**config.mk**
```make
export PLATFORM = sky130hd
export DESIGN_NAME = gf_op_sequencer_flat
export DESIGN_NICKNAME = d
export VERILOG_FILES = /design/src/rtl/gf_pkg.sv /design/src/rtl/gf_op_sequencer_if.sv /design/src/rtl/gf_seq_dp_mux.sv /design/src/rtl/gf_op_sequencer.sv /design/src/flat_wrapper.sv
export SDC_FILE = /design/constraint.sdc
export NUM_CORES = 1
export LEC_CHECK = 0
export CAP_MARGIN = 10
export CORE_AREA = 2 2 91 76
export DETAILED_ROUTE_END_ITERATION = 10
export DIE_AREA = 0 0 93 78
export PLACE_DENSITY_LB_ADDON = 0.3
export SLEW_MARGIN = 20
export SYNTH_ARGS = -nofsm -noshare
export SYNTH_HDL_FRONTEND = slang
export SYNTH_SLANG_ARGS = --single-unit
```
**constraint.sdc**
```tcl
create_clock -name clk -period 6.06 [get_ports clk]
set_input_delay 0.606 -clock clk [delete_from_list [all_inputs] [get_ports clk]]
set_output_delay 0.606 -clock clk [all_outputs]
set_load 0.05 [all_outputs]
```
**src/rtl/gf_pkg.sv**
```systemverilog
// Shared constants, opcodes and FSM state encoding for the GF(2^m) op sequencer.
package gf_pkg;

    localparam int unsigned GF_DW    = 4;
    localparam int unsigned GF_OPC_W = 2;

    localparam logic [GF_OPC_W-1:0] OP_ADD = 2'd0;
    localparam logic [GF_OPC_W-1:0] OP_MUL = 2'd1;
    localparam logic [GF_OPC_W-1:0] OP_RED = 2'd2;
    localparam logic [GF_OPC_W-1:0] OP_EXP = 2'd3;

    // Multiplicative identity of the field, seed of the exponent accumulator.
    localparam logic [GF_DW-1:0] ONE = GF_DW'(1);

    typedef enum logic [3:0] {
        S_IDLE,
        S_ADD,
        S_MUL,
        S_RED,
        S_EXP_INIT,
        S_EXP_SQ,
        S_EXP_SQ_RED,
        S_EXP_ML,
        S_EXP_ML_RED,
        S_DONE
    } state_e;

endpackage

```
**src/rtl/gf_op_sequencer_if.sv**
```systemverilog
// Command and result handshake bundle between a requester and the sequencer.
interface gf_op_sequencer_if
    import gf_pkg::*;
#(
    parameter int unsigned DATA_WIDTH = GF_DW,
    parameter int unsigned OPC_W      = GF_OPC_W
);

    logic                    cmd_valid;
    logic                    cmd_ready;
    logic [OPC_W-1:0]        cmd_op;
    logic [DATA_WIDTH-1:0]   cmd_a;
    logic [DATA_WIDTH-1:0]   cmd_b;
    logic [DATA_WIDTH:0]     cmd_poly;
    logic [2*DATA_WIDTH-1:0] cmd_red_in;
    logic                    res_valid;
    logic                    res_ready;
    logic [DATA_WIDTH-1:0]   res_data;

    modport master (
        output cmd_valid, cmd_op, cmd_a, cmd_b, cmd_poly, cmd_red_in, res_ready,
        input  cmd_ready, res_valid, res_data
    );

    modport slave (
        input  cmd_valid, cmd_op, cmd_a, cmd_b, cmd_poly, cmd_red_in, res_ready,
        output cmd_ready, res_valid, res_data
    );

endinterface

```
**src/rtl/gf_seq_dp_mux.sv**
```systemverilog
// Datapath control/operand selection for a given sequencer state; all zero when idle.
module gf_seq_dp_mux
    import gf_pkg::*;
#(
    parameter int unsigned DATA_WIDTH = GF_DW
) (
    input  state_e                  state_i,
    input  logic [DATA_WIDTH-1:0]   a_i,
    input  logic [DATA_WIDTH-1:0]   b_i,
    input  logic [DATA_WIDTH-1:0]   acc_i,
    input  logic [2*DATA_WIDTH-1:0] prod_i,
    input  logic [DATA_WIDTH:0]     poly_i,
    output logic                    sum_o,
    output logic                    red_o,
    output logic [DATA_WIDTH-1:0]   x_o,
    output logic [DATA_WIDTH-1:0]   y_o,
    output logic [DATA_WIDTH:0]     poly_o,
    output logic [2*DATA_WIDTH-1:0] reduc_o
);

    always_comb begin
        sum_o   = 1'b0;
        red_o   = 1'b0;
        x_o     = '0;
        y_o     = '0;
        poly_o  = '0;
        reduc_o = '0;
        unique case (state_i)
            S_ADD: begin
                sum_o = 1'b1;
                x_o   = a_i;
                y_o   = b_i;
            end
            S_MUL: begin
                x_o = a_i;
                y_o = b_i;
            end
            S_EXP_SQ: begin
                x_o = acc_i;
                y_o = acc_i;
            end
            S_EXP_ML: begin
                x_o = acc_i;
                y_o = a_i;
            end
            S_RED, S_EXP_SQ_RED, S_EXP_ML_RED: begin
                red_o   = 1'b1;
                poly_o  = poly_i;
                reduc_o = prod_i;
            end
            default: ;
        endcase
    end

endmodule

```
**src/rtl/gf_op_sequencer.sv**
```systemverilog
// Sequences a combinational GF(2^m) datapath through add, multiply+reduce, reduce and
// MSB-first square-and-multiply exponentiation, one command at a time.
module gf_op_sequencer
    import gf_pkg::*;
#(
    parameter int unsigned DATA_WIDTH = GF_DW,
    parameter int unsigned OPC_W      = GF_OPC_W
) (
    input  logic                    clk,
    input  logic                    rst_n,
    gf_op_sequencer_if.slave        bus,
    output logic                    dp_sum_funct,
    output logic                    dp_exp_funct,
    output logic                    dp_red_funct,
    output logic                    dp_carry_option,
    output logic [DATA_WIDTH-1:0]   dp_a,
    output logic [DATA_WIDTH-1:0]   dp_b,
    output logic [DATA_WIDTH:0]     dp_polyn_red_in,
    output logic [2*DATA_WIDTH-1:0] dp_reduc_in,
    input  logic [DATA_WIDTH-1:0]   dp_out,
    input  logic [2*DATA_WIDTH-1:0] dp_mult_out
);

    localparam int unsigned IW = (DATA_WIDTH > 1) ? $clog2(DATA_WIDTH) : 1;

    state_e                  state_q, state_d;
    logic [DATA_WIDTH-1:0]   a_q, a_d, b_q, b_d, acc_q, acc_d, res_data_q, res_data_d;
    logic [DATA_WIDTH:0]     poly_q, poly_d;
    logic [2*DATA_WIDTH-1:0] prod_q, prod_d;
    logic [IW-1:0]           idx_q, idx_d;
    logic                    cmd_ready_q, cmd_ready_d, res_valid_q, res_valid_d;

    logic                    sum_c, red_c;
    logic [DATA_WIDTH-1:0]   x_c, y_c;
    logic [DATA_WIDTH:0]     poly_c;
    logic [2*DATA_WIDTH-1:0] reduc_c;
    logic                    dp_sum_q, dp_red_q;
    logic [DATA_WIDTH-1:0]   dp_a_q, dp_b_q;
    logic [DATA_WIDTH:0]     dp_poly_q;
    logic [2*DATA_WIDTH-1:0] dp_reduc_q;

    // Next-state, operand capture and result latching.
    always_comb begin
        state_d    = state_q;
        a_d        = a_q;
        b_d        = b_q;
        poly_d     = poly_q;
        prod_d     = prod_q;
        acc_d      = acc_q;
        idx_d      = idx_q;
        res_data_d = res_data_q;
        unique case (state_q)
            S_IDLE: begin
                if (bus.cmd_valid && cmd_ready_q) begin
                    a_d    = bus.cmd_a;
                    b_d    = bus.cmd_b;
                    poly_d = bus.cmd_poly;
                    // Standalone RED reduces the latched red_in through the product register.
                    prod_d = bus.cmd_red_in;
                    case (bus.cmd_op)
                        OPC_W'(OP_ADD): state_d = S_ADD;
                        OPC_W'(OP_MUL): state_d = S_MUL;
                        OPC_W'(OP_RED): state_d = S_RED;
                        OPC_W'(OP_EXP): state_d = S_EXP_INIT;
                        default:        state_d = S_IDLE;
                    endcase
                end
            end
            S_ADD, S_RED: begin
                acc_d   = dp_out;
                state_d = S_DONE;
            end
            S_MUL: begin
                prod_d  = dp_mult_out;
                state_d = S_RED;
            end
            S_EXP_INIT: begin
                acc_d   = DATA_WIDTH'(ONE);
                idx_d   = IW'(DATA_WIDTH - 1);
                state_d = S_EXP_SQ;
            end
            S_EXP_SQ, S_EXP_ML: begin
                prod_d  = dp_mult_out;
                state_d = (state_q == S_EXP_SQ) ? S_EXP_SQ_RED : S_EXP_ML_RED;
            end
            S_EXP_SQ_RED, S_EXP_ML_RED: begin
                acc_d = dp_out;
                if (state_q == S_EXP_SQ_RED && b_q[idx_q]) begin
                    state_d = S_EXP_ML;
                end else if (idx_q == '0) begin
                    state_d = S_DONE;
                end else begin
                    idx_d   = idx_q - IW'(1);
                    state_d = S_EXP_SQ;
                end
            end
            S_DONE: begin
                if (res_valid_q && bus.res_ready) state_d = S_IDLE;
            end
            default: state_d = S_IDLE;
        endcase
        if (state_d == S_DONE && state_q != S_DONE) res_data_d = acc_d;
        cmd_ready_d = (state_d == S_IDLE);
        res_valid_d = (state_d == S_DONE);
    end

    // Datapath drive is selected from the upcoming state so the dp_* ports come straight from flops.
    gf_seq_dp_mux #(.DATA_WIDTH(DATA_WIDTH)) u_dp_mux (
        .state_i (state_d),
        .a_i     (a_d),
        .b_i     (b_d),
        .acc_i   (acc_d),
        .prod_i  (prod_d),
        .poly_i  (poly_d),
        .sum_o   (sum_c),
        .red_o   (red_c),
        .x_o     (x_c),
        .y_o     (y_c),
        .poly_o  (poly_c),
        .reduc_o (reduc_c)
    );

    always_ff @(posedge clk or negedge rst_n) begin
        if (!rst_n) begin
            state_q     <= S_IDLE;
            a_q         <= '0;
            b_q         <= '0;
            poly_q      <= '0;
            prod_q      <= '0;
            acc_q       <= '0;
            idx_q       <= '0;
            res_data_q  <= '0;
            cmd_ready_q <= 1'b0;
            res_valid_q <= 1'b0;
            dp_sum_q    <= 1'b0;
            dp_red_q    <= 1'b0;
            dp_a_q      <= '0;
            dp_b_q      <= '0;
            dp_poly_q   <= '0;
            dp_reduc_q  <= '0;
        end else begin
            state_q     <= state_d;
            a_q         <= a_d;
            b_q         <= b_d;
            poly_q      <= poly_d;
            prod_q      <= prod_d;
            acc_q       <= acc_d;
            idx_q       <= idx_d;
            res_data_q  <= res_data_d;
            cmd_ready_q <= cmd_ready_d;
            res_valid_q <= res_valid_d;
            dp_sum_q    <= sum_c;
            dp_red_q    <= red_c;
            dp_a_q      <= x_c;
            dp_b_q      <= y_c;
            dp_poly_q   <= poly_c;
            dp_reduc_q  <= reduc_c;
        end
    end

    assign bus.cmd_ready   = cmd_ready_q;
    assign bus.res_valid   = res_valid_q;
    assign bus.res_data    = res_data_q;
    assign dp_sum_funct    = dp_sum_q;
    assign dp_red_funct    = dp_red_q;
    assign dp_exp_funct    = 1'b0;
    assign dp_carry_option = 1'b0;
    assign dp_a            = dp_a_q;
    assign dp_b            = dp_b_q;
    assign dp_polyn_red_in = dp_poly_q;
    assign dp_reduc_in     = dp_reduc_q;

endmodule

```
**src/flat_wrapper.sv**
```systemverilog
// flat-port wrapper written by rule: the top's interface ports become plain ports
module gf_op_sequencer_flat import gf_pkg::*;
#(
    parameter int unsigned DATA_WIDTH = GF_DW,
    parameter int unsigned OPC_W      = GF_OPC_W
)
  (clk, rst_n, dp_sum_funct, dp_exp_funct, dp_red_funct, dp_carry_option, dp_a, dp_b, dp_polyn_red_in, dp_reduc_in, dp_out, dp_mult_out, bus_cmd_valid, bus_cmd_op, bus_cmd_a, bus_cmd_b, bus_cmd_poly, bus_cmd_red_in, bus_res_ready, bus_cmd_ready, bus_res_valid, bus_res_data);
  gf_op_sequencer_if #(.DATA_WIDTH(DATA_WIDTH), .OPC_W(OPC_W)) bus_i ();
  input  logic clk;
  input  logic rst_n;
  output logic dp_sum_funct;
  output logic dp_exp_funct;
  output logic dp_red_funct;
  output logic dp_carry_option;
  output logic [DATA_WIDTH-1:0] dp_a;
  output logic [DATA_WIDTH-1:0] dp_b;
  output logic [DATA_WIDTH:0] dp_polyn_red_in;
  output logic [2*DATA_WIDTH-1:0] dp_reduc_in;
  input  logic [DATA_WIDTH-1:0] dp_out;
  input  logic [2*DATA_WIDTH-1:0] dp_mult_out;
  input wire logic [$bits(bus_i.cmd_valid)-1:0] bus_cmd_valid;
  input wire logic [$bits(bus_i.cmd_op)-1:0] bus_cmd_op;
  input wire logic [$bits(bus_i.cmd_a)-1:0] bus_cmd_a;
  input wire logic [$bits(bus_i.cmd_b)-1:0] bus_cmd_b;
  input wire logic [$bits(bus_i.cmd_poly)-1:0] bus_cmd_poly;
  input wire logic [$bits(bus_i.cmd_red_in)-1:0] bus_cmd_red_in;
  input wire logic [$bits(bus_i.res_ready)-1:0] bus_res_ready;
  output wire logic [$bits(bus_i.cmd_ready)-1:0] bus_cmd_ready;
  output wire logic [$bits(bus_i.res_valid)-1:0] bus_res_valid;
  output wire logic [$bits(bus_i.res_data)-1:0] bus_res_data;
  assign bus_i.cmd_valid = bus_cmd_valid;
  assign bus_i.cmd_op = bus_cmd_op;
  assign bus_i.cmd_a = bus_cmd_a;
  assign bus_i.cmd_b = bus_cmd_b;
  assign bus_i.cmd_poly = bus_cmd_poly;
  assign bus_i.cmd_red_in = bus_cmd_red_in;
  assign bus_i.res_ready = bus_res_ready;
  assign bus_cmd_ready = bus_i.cmd_ready;
  assign bus_res_valid = bus_i.res_valid;
  assign bus_res_data = bus_i.res_data;
  gf_op_sequencer #(.DATA_WIDTH(DATA_WIDTH), .OPC_W(OPC_W)) u_core (.clk(clk), .rst_n(rst_n), .bus(bus_i), .dp_sum_funct(dp_sum_funct), .dp_exp_funct(dp_exp_funct), .dp_red_funct(dp_red_funct), .dp_carry_option(dp_carry_option), .dp_a(dp_a), .dp_b(dp_b), .dp_polyn_red_in(dp_polyn_red_in), .dp_reduc_in(dp_reduc_in), .dp_out(dp_out), .dp_mult_out(dp_mult_out));
endmodule
```
# Word level (Yosys, flattened, before mapping)
# Index checks and enable logic that the tools add are counted.
# word_totals
reg_bits	60
latchBits	0
ramBits	0
rom_bits	0
inputBits	39
output_inout_bits	31
wordCells	86
n_memories	0
# classes
add_sub_neg	1
mul	0
div_mod_pow	0
n_lt_le_gt_ge	1
n_eq_ne	23
shifts	0
n_mux	27
bitwise	0
n_reduce_logical	18
# op_table
op	n
$mux W4	9
$eq A4 B3 Y1 const B	7
$pmux W4 S7	1
$eq A4 B2 Y1 const B	4
$eq A4 B4 Y1 const B	4
$mux W8	2
$pmux W4 S2	2
$pmux W4 S4	1
$pmux W8 S2	1
$mux W5	3
$pmux W4 S3	1
$reduce_or A2 Y1	5
$eq A4 B1 Y1 const B	2
$logic_not A4 Y1	2
$reduce_or A3 Y1	2
$eq A2 B2 Y1 const B	2
$logic_and A1 B1 Y1	4
$logic_not A2 Y1	2
$mux W2	2
$ne A2 B2 Y1 const B	2
$ne A4 B4 Y1 const B	1
$pmux W2 S2	1
$reduce_or A4 Y1	1
$lt A2 B3 Y1 const B	1
6 further kinds	8

# Longest topological paths before layout
# Gate-level depths: netlist (run 1).
# logic_depth
depth_word	8
ltp_mapped	9
mapped_depth_nobuf	8

# Modules after synthesis
# From an unflattened synthesis (run 1), not the netlist that was laid out.
# unflattened
hier_cells	237
area_unflattened_um2	2871.5
# by_module_without_submodules
mod	instances	cells_each	area_per_inst_um2	seq_area_each_um2
gf_op_sequencer	1	194	2487.4	1501.4
gf_seq_dp_mux	1	43	384.1	0.0

# Worst setup path before layout (run 1)
# OpenSTA, ideal clock, no wires.
# synth_timing
path_type	flip-flop to flip-flop
from	register u_core.cmd_ready_q (netlist: u_core.bus.cmd_ready)
to	register u_core.res_data_q[0] (netlist: u_core.bus.res_data[0])
setup_time_ps	125
arrival_ps	2297
required_time_ps	5935
path_slack_ps	3638
stages_incl_launch_ff	7
path_buffers	1
period_less_slack_ps	2422
cell_sequence	dfrtp_1 -> and2_1 -> clkbuf_1 -> and3_1 -> or3_4 -> a2111oi_4 -> mux2_2
# synth_between
elab_chain_len	5
# synth_rtl
item	line	source
from (decl)	gf_op_sequencer.sv:31	logic cmd_ready_q, cmd_ready_d, res_valid_q, res_valid_d;
from (signal assigned)	gf_op_sequencer.sv:150	cmd_ready_q <= cmd_ready_d;
$logic_and A1 B1 Y1	gf_op_sequencer.sv:54	if (bus.cmd_valid && cmd_ready_q) begin
$mux W4	gf_op_sequencer.sv:54	
$pmux W4 S7	gf_op_sequencer.sv:52	unique case (state_q)
$eq A4 B4 Y1	gf_op_sequencer.sv:102	if (state_d == S_DONE && state_q != S_DONE) res_data_d = acc_d;
$logic_and A1 B1 Y1	gf_op_sequencer.sv:102	
to (signal assigned)	gf_op_sequencer.sv:149	res_data_q <= res_data_d;
to (decl)	gf_op_sequencer.sv:27	logic [DATA_WIDTH-1:0] a_q, a_d, b_q, b_d, acc_q, acc_d, res_data_q, res_data_d;
# Every way passes these cells.
# A chain may end at the register's enable or synchronous reset.

# Final worst setup path (run 1)
# layout_timing
from	register u_core.state_q[0]
to	register u_core.dp_b_q[2] (netlist: u_core.dp_b[2])
# layout_between
elab_chain_len	7
word_cells_on_any_way	29
classes_between	13 x eq/ne; 9 x mux; 7 x reduce/logical
# layout_rtl
item	line	source
from (decl)	gf_op_sequencer.sv:26	state_e state_q, state_d;
from (signal assigned)	gf_op_sequencer.sv:142	state_q <= state_d;
$eq A4 B3 Y1	gf_op_sequencer.sv:52, gf_op_sequencer.sv:88	
$logic_and A1 B1 Y1	gf_op_sequencer.sv:88	if (state_q == S_EXP_SQ_RED && b_q[idx_q]) begin
$mux W4	gf_op_sequencer.sv:88	
$pmux W4 S7	gf_op_sequencer.sv:52	
$eq A4 B2 Y1 or $eq A4 B1 Y1 (tied branches)	gf_seq_dp_mux.sv:28	unique case (state_i)
$reduce_or A2 Y1 (no line)	-	
$pmux W4 S3 *	gf_seq_dp_mux.sv:28	
via u_core.u_dp_mux.y_o[2]	gf_seq_dp_mux.sv:16	output logic [DATA_WIDTH-1:0] y_o,
to (signal assigned)	gf_op_sequencer.sv:155	dp_b_q <= y_c;
to (decl)	gf_op_sequencer.sv:38	logic [DATA_WIDTH-1:0] dp_a_q, dp_b_q;
# The timed path passes the listed nets; every way through them passes the cells marked *.

==> results of run 1 <==
[metal layers]
layer	share of wire	global-route usage	routed length, um	up-vias
met5	0	0	0	-
met4	0.0083	0.0529	59	0
met3	0.068	0.0738	485	8
met2	0.45	0.323	3240	73
met1	0.47	0.303	3360	1189
li1	-	-	-	1185
[stage by stage]
step | power, mW | std cells | instance area (sq um)
floorplan | 1.34 | 299 | 3070
CTS | 1.92 | 445 | 3920
detailed placement | 1.59 | 429 | 3740
global placement | 1.57 | 429 | 3740
global route | 2.05 | 445 | 3920
finish | 1.91 | 445 | 3920
[cells in the mapped netlist, types with 5 or more instances]
cell      instances
dfrtp_1          60
nand2_1          30
inv_1            24
nand3_1          19
mux2_2           15
o211ai_1         14
buf_2            10
o21ai_0          10
o21ai_1           9
clkbuf_1          8
o311ai_0          8
and2_1            5
nand2b_1          5
nor2_1            5
o21a_1            5
[layout make-up]
| type | count | area (sq um) |
|---|---|---|
| Fill cell | 519 | 2330 |
| Sequential cell | 60 | 1500 |
| Multi-Input combinational cell | 191 | 1360 |
| Timing Repair Buffer | 69 | 681 |
| Clock buffer | 15 | 176 |
| Tap cell | 84 | 105 |
| Inverter | 25 | 93.8 |
| Clock inverter | 1 | 5.00 |
[power by group]
part / internal, mW / switching, mW
Sequential: 0.528 / 0.110
Combinational: 0.356 / 0.590
Clock: 0.182 / 0.146
Total: 1.07 / 0.846
[flip-flops by register name, summed over array words and instances, names as in the netlist, 2 cells and up]
signal                  cells
u_core.b_q                  4
u_core.poly_q               5
u_core.dp_reduc_in          8
u_core.bus.res_data         4
u_core.dp_a                 4
u_core.a_q                  4
u_core.dp_polyn_red_in      5
u_core.prod_q               8
u_core.state_q              4
u_core.idx_q                2
u_core.dp_b                 4
u_core.acc_q                4
[worst paths after layout]
path / cells past startpoint / to / slack, ps / start
max: 6 / u_core.dp_b[2]$_DFF_PN0_ / 3050 / u_core.state_q[0]$_DFF_PN0_
min: 2 / u_core.acc_q[1]$_DFF_PN0_ / 400 / rst_n
min reg2reg: 2 / u_core.a_q[0]$_DFF_PN0_ / 500 / u_core.a_q[0]$_DFF_PN0_
max reg2reg: 6 / u_core.dp_b[2]$_DFF_PN0_ / 3050 / u_core.state_q[0]$_DFF_PN0_
max in group asynchronous: 2 / u_core.dp_a[3]$_DFF_PN0_ / 5120 / rst_n
min in group clk: 2 / u_core.a_q[0]$_DFF_PN0_ / 500 / u_core.a_q[0]$_DFF_PN0_
[cells by family after synthesis]
kind of cell,after synthesis,synth area share
AO/OA/AOI/OAI,74,0.181
XOR/XNOR,1,0.00286
adder cells (fa/ha/maj),5,0.0196
buffers and inverters,48,0.0678
flip-flops,60,0.490
multiplexers,20,0.0756
other,1,0.00122
AND/OR/NAND/NOR,89,0.161
==> results.md, run 1 <==
* Status: finished clean
* Area leader, netlist: dfrtp_1
* Layout cells sized above 1 at 0.105
* Grt ovf at 0
* Setup bufs post-CTS at 0
* Critical Path Max Stage Delay at 750 ps
* Critical path startpoint category: flip-flop
* Die width at 93 um
* Fin nets at 399
* RSZ-0062 raised after global routing: false
* Clk slew on worst S/H paths at 60 ps
* Critical path's top delay family: simple AND/OR/NAND/NOR gates
* Number of synthesized register bits at 60
* Vias in the first global route at 2464
* Top post-synthesis cells by area: dfrtp_1 49%, mux2_2 5.5%, nand2_1 3.7%
* Mapped Cells at 298
* Critical path class: flip-flop to flip-flop
* CTS Sinks at 60
* Routability congestion estimate at 0.840
* Unique masters post-synth at 58
* Pwr/cell area at 488 nW/um^2
* Largest net degree at the start of global routing at 61
* Quantity of gates resized following cts at 0
* Cell row count at 26
* Yosys warns at 0
* CP cell instances: nor4_1, buf_4, and2_1, mux2i_1, or4b_1, o211ai_1
* Vias per cell at 5.52
* Critical Path AT at 3260 ps
* Post-DP HPWL at 5.01 mm
* Root Buffer Master: clkbuf_8
* Most common cell after layout, fill and taps aside: clkdlybuf4s50_1
* FFs w/ async S/R, synth at 1.00
* Antenna violations before repair at 0
* Die Area at 7250 sq um
* Die H at 78 um
* Worst Hold Class: primary input to asynchronous set/reset pin
* Crit-path slowest cell: and2_1
* Initial drt markers at 216
* Avg WL per Cell at 16.0 um
* Overall Global Routing Usage at 0.216
* Max frequency at 332 MHz
* DR vias at 2455
* DR pass1 iterations at 4
* Max-cap viol count at 0
* Clock Path Buffers at 2
* Most frequent cells in the layout: 66 x clkdlybuf4s50_1, 60 x dfrtp_1, 30 x nand2_1, 24 x inv_1, 19 x nand3_1
* Clk_skew at 5.63 ps
* Post-route DRC violation count at 0
* H-Tree Depth at 3
* CP required at 6310 ps
* Setup TNS at 0 ps
* Final worst path period need at 3010 ps
* CTS buffer count at 9
* Post-synth EDFFs at 0
* Fin. Hold Viols at 0
* Placeable Area at 6250 sq um
* Ant diodes at 0
* IR drop worst, VDD at 0.260 mV
* Starting Density at 0.490
* Max Transition Viols Final at 0
* Post-layout util at 0.628
* Hold_ws at 398 ps
* Setup ws final at 3050 ps
* CP endpoint kind: flip-flop
* First-pass GRT wire length at 12.1 mm
* Antenna Violating Nets Remaining at 0
* Worst Tran Pin Value at 923 ps
* P&R area growth vs syn at 28.0%
* Synthesized area per cell at 10.3 sq um
* Seq/Total Area, Yosys at 0.490
* I/O pins at 70
* Main flop type after synthesis: dfrtp_1
* CTS Hold Bufs at 0
* Mapped cell area at 3060 sq um
* Port Buffers at 67
* Total wire length at 7.14 mm
* Pleak at 1.65 nW
* Worst-Skew Late Latency at 330 ps
* Share of the synthesized area in the top cell type at 0.490
* Worst slew margin at 0.385
* Worst path bufs/invs at 1
* Finish-stage setup viols at 0
* Maximum fanout along the worst path at 26
* Setup WS pre-CTS at 2890 ps
* Tcrit/Tclk final at 0.497
* CTS tree: yes
Note: power is estimated with default switching activity, not from simulation.
==> inputs of run 2 (changes only) <==
- CORE_AREA: 2 2 91 76 -> 2 2 96 79
- DIE_AREA: 0 0 93 78 -> 0 0 98 81
- clock period: 6.06 -> 2.7 ns (I/O delays scaled with it)
==> run 2 against run 1 <==
Effect of this change:
- non-clock buffer count increased by 13
- setup slack worse by 2800 ps
- sequential power is 110% higher
- critical path type unchanged
- critical endpoint is now u_core.bus.res_data[0]$_DFFE_PN0P_
==> results.md, run 2 (synthesis gave the netlist of run 1 again) <==
* Status: finished clean
* Max frequency at 400 MHz (+20%)
* Maximum fanout along the worst path at 4 (-85%)
* Critical path's top delay family: compound AO/OA/AOI/OAI gates
* Fin. Hold Viols at 0 (unchanged)
* Clk network pwr share at 0.175 (+0.003)
* CP cell instances: mux4_2, o21ai_0, a21boi_2, a2111oi_4, mux2_2
* Placed insts at 447 (+4.2%)
* Critical Path Max Stage Delay at 560 ps (-190 ps)
* Register area at 1500 sq um (unchanged)
* IR drop worst, VDD at 0.501 mV (+93%)
* Internal Power at 2.55 mW (+140%)
* CTS buffer count at 9 (unchanged)
* Cell row count at 28 (+7.7%)
* Combinational share of power at 0.523 (+0.028)
* H-Tree Depth at 3 (unchanged)
* Die Area at 7940 sq um (+9.4%)
* Clk_skew at 8.68 ps (+3.06 ps)
* CP endpoint kind: flip-flop
* Pleak at 1.73 nW (+4.3%)
* Post-DP HPWL at 5.44 mm (+8.6%)
* Multi-input combinational cell area at 1360 sq um (+0.46%)
* Grt ovf at 0 (unchanged)
* Overall Global Routing Usage at 0.203 (-0.0124)
* Clock Path Buffers at 2 (unchanged)
* Largest net degree at the start of global routing at 53 (-13%)
* CP required at 2920 ps (-3390 ps)
* Critical Path AT at 2720 ps (-540 ps)
* Vias per cell at 5.54 (+0.44%)
* Root Buffer Master: clkbuf_8
* Port Buffers at 67 (unchanged)
* Finish-stage setup viols at 0 (unchanged)
* Avg WL per Cell at 16.7 um (+3.9%)
* Fin nets at 412 (+3.3%)
* I/O pins at 70 (unchanged)
* Pwr/cell area at 1120 nW/um^2 (+130%)
* Vias in the first global route at 2586 (+5.0%)
* RSZ-0062 raised after global routing: false
* DR vias at 2560 (+4.3%)
* Critical path startpoint category: flip-flop
* Worst Hold Class: primary input to asynchronous set/reset pin
* Setup TNS at 0 ps (unchanged)
* Most frequent cells in the layout: 66 x clkdlybuf4s50_1, 60 x dfrtp_1, 30 x nand2_1, 24 x inv_1, 19 x nand3_1
* Antenna violations before repair at 0 (unchanged)
* CTS tree: yes
* Die H at 81 um (+3.8%)
* Worst path bufs/invs at 0 (-1)
* Critical path class: flip-flop to flip-flop
* DR pass1 iterations at 4 (unchanged)
* Max-cap viol count at 0 (unchanged)
* CTS Sinks at 60 (unchanged)
* Filler instances at 622 (+20%)
* Setup bufs post-CTS at 0 (unchanged)
* Fin cells at 462 (+3.8%)
* Worst Tran Pin Value at 800 ps (-123 ps)
* Placeable Area at 7110 sq um (+14%)
* Sw power at 1.97 mW (+130%)
* Clk slew on worst S/H paths at 70 ps (about the same)
* First-pass GRT wire length at 12.6 mm (+4.2%)
* Worst slew margin at 0.466 (+0.0816)
* Total wire length at 7.71 mm (+7.9%)
* Net switching fraction of the power at 0.436 (-0.00692)
* Most common cell after layout, fill and taps aside: clkdlybuf4s50_1
* Routability congestion estimate at 0.796 (-5.3%)
* P&R area growth vs syn at 32.0%
* Worst-Skew Late Latency at 340 ps (about the same)
* Ant diodes at 0 (unchanged)
* Tcrit/Tclk final at 0.926 (+0.429)
* Crit-path slowest cell: mux4_2
* Max Transition Viols Final at 0 (unchanged)
* Final worst path period need at 2500 ps (-511 ps)
* Power share of the sequential group at 0.301 (-0.033)
* Starting Density at 0.431 (-0.0597)
* Post-route DRC violation count at 0 (unchanged)
* Antenna Violating Nets Remaining at 0 (unchanged)
* Layout cells sized above 1 at 0.134 (+0.0291)
* Die width at 98 um (+5.4%)
* Initial drt markers at 93 (-57%)
run 2: final timing paths:
path | slack, ps | endpoint | from | depth (start not counted)
worst min-delay path | 310 | u_core.dp_polyn_red_in[1]$_DFF_PN0_ | rst_n | 2
worst min register to register | 500 | u_core.a_q[2]$_DFF_PN0_ | u_core.a_q[2]$_DFF_PN0_ | 2
min in group clk | 500 | u_core.a_q[2]$_DFF_PN0_ | u_core.a_q[2]$_DFF_PN0_ | 2
worst max-delay path | 200 | u_core.bus.res_data[0]$_DFFE_PN0P_ | u_core.idx_q[0]$_DFFE_PN0P_ | 5
worst max register to register | 200 | u_core.bus.res_data[0]$_DFFE_PN0P_ | u_core.idx_q[0]$_DFFE_PN0P_ | 5
max in group asynchronous | 1490 | u_core.prod_q[0]$_DFF_PN0_ | rst_n | 3
run 2: area by class of cell:
class / instances / share of cell area
Sequential cell: 60 / 0.371
Multi-Input combinational cell: 191 / 0.337
Timing Repair Buffer: 82 / 0.193
Clock buffer: 12 / 0.0384
Tap cell: 90 / 0.0279
Inverter: 25 / 0.0232
Clock inverter: 2 / 0.00867
run 2: timing repair:
item	4_1_cts	5_1_grt
hold endpoints to repair	8	0
hold buffers	1	0
gates resized for setup	0	1
setup endpoints to repair	0	1
run 2: per-layer routing:
layer	GRT usage	routed length (um)	vias up
li1	-	-	1213
met1	0.278	3560	1250
met2	0.323	3590	88
met3	0.0551	502	9
met4	0.0569	51	0
met5	0	0	-
run 2: per-stage QoR:
| stage | instance area, sq um | hold WS (ps) | setup slack (ps) | total power [mW] | util |
|---|---|---|---|---|---|
| finish | 4040 | 307 | 199 | 4.52 | 0.568 |
| global route | 4040 | 331 | 98.0 | 4.80 | 0.568 |
| CTS | 4040 | 300 | 168 | 4.52 | 0.568 |
| detailed placement | 3840 | 133 | 90.4 | 3.70 | 0.539 |
| global placement | 3840 | 137 | 128 | 3.65 | 0.539 |
| floorplan | 3070 | -25.6 | 278 | 3.01 | - |
run 2: power groups by stage:
stage	registers, mW	logic [mW]	clock network (mW)
after detailed placement	1.37	2.33	0
final	1.36	2.37	0.793
after CTS	1.35	2.35	0.813
after global placement	1.36	2.29	0
after floorplan	1.60	1.41	0
after global routing	1.39	2.56	0.845
